--- config.mk ---
export PLATFORM = sky130hd
export DESIGN_NAME = magnitude_scheduler
export DESIGN_NICKNAME = d
export VERILOG_FILES = /design/src/rtl/magnitude_sched_pkg.sv /design/src/rtl/magnitude.sv /design/src/rtl/magnitude_rr_arbiter.sv /design/src/rtl/magnitude_scheduler.sv
export SDC_FILE = /design/constraint.sdc
export NUM_CORES = 2
export LEC_CHECK = 0
export ABC_AREA = 1
export CAP_MARGIN = 20
export CORE_MARGIN = 2
export CORE_UTILIZATION = 60
export CTS_CLUSTER_DIAMETER = 80
export DETAILED_ROUTE_END_ITERATION = 10
export PLACE_DENSITY = 0.78
export SLEW_MARGIN = 20
export SYNTH_ARGS = -nofsm -noshare
export SYNTH_HDL_FRONTEND = slang
export SYNTH_SLANG_ARGS = --single-unit
--- constraint.sdc ---
create_clock -name clk -period 54.7 [get_ports clk]
set_input_delay 10.94 -clock clk [delete_from_list [all_inputs] [get_ports clk]]
set_output_delay 10.94 -clock clk [all_outputs]
set_load 0.01 [all_outputs]
--- src/rtl/magnitude_sched_pkg.sv ---
// Shared types and helpers for the magnitude scheduler and its arbiter.
package magnitude_sched_pkg;

    typedef enum logic [1:0] {IDLE, SETTLE, RESP} state_t;

    // Index width that never collapses to zero bits for n <= 1.
    function automatic int id_width(input int n);
        return (n < 2) ? 1 : $clog2(n);
    endfunction

endpackage

--- src/rtl/magnitude.sv ---
// Combinational vectoring-mode CORDIC magnitude, gain-compensated, truncating.
// Inputs are signed, output is the unsigned magnitude in the same Q format.
module magnitude #(
    parameter int WIDTH           = 17,
    parameter int FRACTIONAL_BITS = 12,
    parameter int ITERATIONS      = 16
) (
    input  logic signed [WIDTH-1:0] x,
    input  logic signed [WIDTH-1:0] y,
    output logic        [WIDTH-1:0] out
);

    localparam int  G    = 4;
    localparam int  IW   = WIDTH + 2 + G;
    localparam int  KB   = FRACTIONAL_BITS + 4;
    localparam real KR   = 0.6072529350088813 * (2.0 ** KB);
    localparam int  KINV = int'(KR);

    logic signed [IW-1:0]    xs, ys, xt;
    logic        [IW+KB-1:0] prod;

    // Guard bits keep the per-iteration truncation well below one output LSB.
    always_comb begin
        xs = {{(IW-WIDTH){x[WIDTH-1]}}, x} <<< G;
        ys = {{(IW-WIDTH){y[WIDTH-1]}}, y} <<< G;
        xt = '0;
        if (xs[IW-1]) xs = -xs;
        for (int i = 0; i < ITERATIONS; i++) begin
            xt = xs;
            if (!ys[IW-1]) begin
                xs = xs + (ys >>> i);
                ys = ys - (xt >>> i);
            end else begin
                xs = xs - (ys >>> i);
                ys = ys + (xt >>> i);
            end
        end
        prod = (IW+KB)'($unsigned(xs)) * (IW+KB)'(KINV);
    end

    assign out = WIDTH'(prod >> (KB + G));

endmodule

--- src/rtl/magnitude_rr_arbiter.sv ---
// Combinational round-robin arbiter: first asserted req at or above ptr, wrapping.
module magnitude_rr_arbiter import magnitude_sched_pkg::*; #(
    parameter  int NUM_REQ = 3,
    localparam int ID_W    = id_width(NUM_REQ)
) (
    input  logic [NUM_REQ-1:0] req,
    input  logic [ID_W-1:0]    ptr,
    input  logic               en,
    output logic [NUM_REQ-1:0] gnt,
    output logic [ID_W-1:0]    gnt_idx
);

    logic found;
    int   k;

    always_comb begin
        gnt     = '0;
        gnt_idx = '0;
        found   = 1'b0;
        k       = 0;
        for (int i = 0; i < NUM_REQ; i++) begin
            k = (int'(ptr) + i) % NUM_REQ;
            if (en && !found && req[k]) begin
                found   = 1'b1;
                gnt[k]  = 1'b1;
                gnt_idx = ID_W'(k);
            end
        end
    end

endmodule

--- src/rtl/magnitude_scheduler.sv ---
// Time-shares one combinational magnitude CORDIC between NUM_REQ requesters,
// round-robin, with held operands and an ID-tagged valid/ready response.
module magnitude_scheduler import magnitude_sched_pkg::*; #(
    parameter  int WIDTH           = 17,
    parameter  int FRACTIONAL_BITS = 12,
    parameter  int ITERATIONS      = 16,
    parameter  int NUM_REQ         = 3,
    parameter  int SETTLE_CYCLES   = 2,
    localparam int ID_W            = id_width(NUM_REQ)
) (
    input  logic                           clk,
    input  logic                           rst,
    input  logic [NUM_REQ-1:0]             req_valid,
    output logic [NUM_REQ-1:0]             req_ready,
    input  logic [NUM_REQ-1:0][WIDTH-1:0]  req_x,
    input  logic [NUM_REQ-1:0][WIDTH-1:0]  req_y,
    output logic                           resp_valid,
    input  logic                           resp_ready,
    output logic [WIDTH-1:0]               resp_mag,
    output logic [ID_W-1:0]                resp_id,
    output logic                           busy
);

    localparam int CNT_W = id_width(SETTLE_CYCLES);

    state_t             state;
    logic [ID_W-1:0]    rr_ptr, id_reg, gnt_idx;
    logic [CNT_W-1:0]   cnt;
    logic [WIDTH-1:0]   x_reg, y_reg, mag_out;
    logic [NUM_REQ-1:0] gnt;

    // Grants only from IDLE; rst gating keeps req_ready low while reset is held.
    magnitude_rr_arbiter #(.NUM_REQ(NUM_REQ)) u_arb (
        .req     (req_valid),
        .ptr     (rr_ptr),
        .en      ((state == IDLE) && !rst),
        .gnt     (gnt),
        .gnt_idx (gnt_idx)
    );

    // Multicycle path: x_reg/y_reg -> resp_mag is allowed SETTLE_CYCLES clocks;
    // the operands never change between accept and the sampling edge.
    magnitude #(
        .WIDTH           (WIDTH),
        .FRACTIONAL_BITS (FRACTIONAL_BITS),
        .ITERATIONS      (ITERATIONS)
    ) u_mag (
        .x   (x_reg),
        .y   (y_reg),
        .out (mag_out)
    );

    assign req_ready = gnt;
    assign busy      = (state != IDLE);

    always_ff @(posedge clk or posedge rst) begin
        if (rst) begin
            state      <= IDLE;
            rr_ptr     <= '0;
            cnt        <= '0;
            x_reg      <= '0;
            y_reg      <= '0;
            id_reg     <= '0;
            resp_valid <= 1'b0;
            resp_mag   <= '0;
            resp_id    <= '0;
        end else begin
            case (state)
                IDLE: if (|gnt) begin
                    x_reg  <= req_x[gnt_idx];
                    y_reg  <= req_y[gnt_idx];
                    id_reg <= gnt_idx;
                    rr_ptr <= (gnt_idx == ID_W'(NUM_REQ-1)) ? '0 : gnt_idx + ID_W'(1);
                    cnt    <= CNT_W'(SETTLE_CYCLES-1);
                    state  <= SETTLE;
                end
                SETTLE: if (cnt == '0) begin
                    resp_mag   <= mag_out;
                    resp_id    <= id_reg;
                    resp_valid <= 1'b1;
                    state      <= RESP;
                end else begin
                    cnt <= cnt - CNT_W'(1);
                end
                RESP: if (resp_ready) begin
                    resp_valid <= 1'b0;
                    state      <= IDLE;
                end
                default: state <= IDLE;
            endcase
        end
    end

endmodule

==> summary.txt <==
Post-Syn Instances - 7779
min Tclk post-route - 51.62 ns
Final Non-Filler Cells - 9332
Fin Clk Skew - 0.008745 ns
placed instance count - 9206
final hold violations - 0
worst endpoint required time - 54.90 ns
largest family of logic cells by synthesized area - adder cells
most common cell after layout, fill and taps aside - inv_1
Max Buffers Root-to-Sink - 2
DRC Markers - 0
YS warnings - 0
FF-to-FF End - resp_mag[15]$_DFFE_PP0P_
via count - 52.00k
Critical R2R Launch - x_reg[0]$_DFFE_PP0P_
simple-gate portion of the synthesized area - 25.79%
multiplexer share of the synthesized area - 0.2383%
Syn Std Cell Area - 50920 um^2
Synth Flop Type - dfrtp_1
largest net degree at the start of global routing - 62
hold path endpoint - resp_mag[12]$_DFFE_PP0P_
r2r worst-path depth - 372
maximum clock frequency - 0.01937 GHz
total global-route track usage - 33.16%
Routed Antenna Nets - 0
CP Max Fanout - 9
share of the synthesized area in the top cell type - 21.28%
DIE HEIGHT - 295.3 um
vias in the first global route - 47.56k
Adder-Cell Fraction of Synth Area - 28.43%
initial antenna violation count - 1
final wirelength - 152500 um
Die Wd - 295.3 um
Post-synth EDFFs - 0
Worst setup EP type - flop
Hold Path Class - reg2reg
Setup Viol. Count Final - 0
Max H-tree Level - 3
R2R Setup Slk - 3.08 ns
CTS Hold Buffers Added - 0
Clk Latency, worst-skew pair - 0.34 ns
Worst-path clk slew - 0.06 ns
slowest stage delay, CP - 0.56 ns
CP Class - reg2reg
CTS buffer count - 9
Area contributors post-synth - ha_1 21%, xor2_1 13%, inv_1 11%
routed length per placed instance - 16.34 um
filler cell count - 7483
sequential-to-total area share from yosys stat - 2.998%
total grt overflow - 0
average size of a mapped cell - 6.546 um^2
DRT Pass-1 Iters - 6
share of layout cells above drive strength 1 - 13.25%
worst-margin pin slew - 1.061 ns
FP Rows - 106
Slew Viols, Final - 0
core area - 83820 um^2
CP Launch Type - flop
final period utilization - 94.37%
clk sinks - 61
gpl congestion - 1.003
Data arrival, critical path - 51.82 ns
I/O Buffers - 131
most frequent cells in the layout - 1468 x inv_1, 1248 x nand2_1, 810 x ha_1
die area - 87220 um^2
worst setup path start - x_reg[0]$_DFFE_PP0P_
first-pass GRT wire length - 238900 um
I/O pin cnt - 132
Reg area - 1528 um^2
Post-synth ARST share - 100.0%
CTS tree - yes
area of the multi-input gates - 45070 um^2
Post-Synth XOR/XNOR Area - 15.58%
FF+latch count, synth - 61
slowest CP cell - fa_1
P&R area growth vs syn - 14.35%
cell taking the most area after synthesis - ha_1
starting density of the core - 60.75%
outcome - completed
via/cell ratio - 5.572
Layout Nets - 9348
slew margin rel. - 29.09%
max_cap viols - 0
hold path start - resp_mag[12]$_DFFE_PP0P_
First DRT Iteration DRCs - 3732
post-synthesis compound-gate area fraction - 14.46%
hold depth - 2
Synth cell types - 82
Worst path most repeated cell - nand2_1
final HPWL from detailed placement - 130000 um
Root Driver - clkbuf_16
==> repair_timing <==
item / in CTS / in global routing
pin swaps: 1 / 198
gates cloned: 0 / 3
gates resized for setup: 20 / 510
setup endpoints to repair: 12 / 17
buffers inserted: 1 / 105
==> logic make-up (layout without fill, tap and decap cells) <==
group                    count (synthesis)  count (layout)
XOR/XNOR                               904             904
AO/OA/AOI/OAI                         1303            1303
AND/OR/NAND/NOR                       2821            2823
flip-flops                              61              61
multiplexers                            12              12
other                                    2               4
adder cells (fa/ha/maj)               1048            1048
buffers and inverters                 1628            2043
==> worst max-delay path by stage <==
stage	slack [ns]	end	depth (start not counted)
6_report	3.08	resp_mag[15]$_DFFE_PP0P_	372
5_1_grt	-0.78	resp_mag[15]$_DFFE_PP0P_	397
4_1_cts	0.05	resp_mag[15]$_DFFE_PP0P_	380
2_1_floorplan	0.43	resp_mag[15]$_DFFE_PP0P_	401
3_5_place_dp	-0.78	resp_mag[15]$_DFFE_PP0P_	392
3_3_place_gp	0.37	resp_mag[15]$_DFFE_PP0P_	370
==> critical path, delay by kind of cell, from the launching register on <==
family / cells / cell delay [ns]
DFF: 1 / 0.41
buffers and inverters: 59 / 5.16
adders and majority gates: 25 / 8.88
xor gates and xnor gates: 19 / 3.91
and+or+nand+nor: 130 / 13.00
AOI/OAI and AO/OA: 139 / 20.05
==> routing by layer <==
metal,up-vias,wire [um],track usage [%]
li1,25940,-,-
met1,24320,72420,48.39
met3,193,9573,2.819
met2,1536,67730,53.80
met5,-,0,0
met4,0,2774,5.212
==> synthesized netlist by cell type (all sizes together), types with 3 or more instances <==
master / instances
a21oi: 709
xnor2: 169
o21a: 15
nand2: 1444
o211ai: 10
inv: 1537
o21bai: 96
nor3b: 6
nand4: 54
clkinv: 10
o311ai: 17
o22ai: 3
a31oi: 27
a21o: 42
mux2i: 11
o2111ai: 4
ha: 866
buf: 33
o221ai: 17
fa: 182
or3: 6
nand3b: 34
nor4: 40
and2: 7
dfrtp: 61
o31ai: 20
nor2: 582
xor2: 735
clkbuf: 48
a21boi: 6
nand3: 489
or2: 19
a211oi: 16
o21ai: 305
a221o: 6
nor3: 138
==> final cells by class <==
cell class,count,share of cell area (%)
Tap cell,1134,2.437
Sequential cell,61,2.624
Multi-Input combinational cell,6093,77.40
Inverter,1547,10.10
Antenna cell,1,0.004297
Timing Repair Buffer,479,6.805
Clock buffer,11,0.4340
Timing Repair inverter,1,0.01504
Clock inverter,5,0.1826
==> per-stage QoR <==
step / TNS, ns / setup slack [ns] / hold WS (ns) / util, % / area, um^2
after floorplan: 0 / 0.4276 / 0.4501 / - / 50930
after global placement: 0 / 0.3689 / 0.4537 / 65.58 / 54970
after detailed placement: -3.520 / -0.7790 / 0.4670 / 65.58 / 54970
after CTS: 0 / 0.04671 / 0.4846 / 66.07 / 55380
after global routing: -6.991 / -0.7753 / 0.5181 / 69.47 / 58230
final: 0 / 3.082 / 0.4836 / 69.47 / 58230
Power is not shown: default switching activity piles up to over one toggle a cycle in this logic, so the estimate is an artifact.
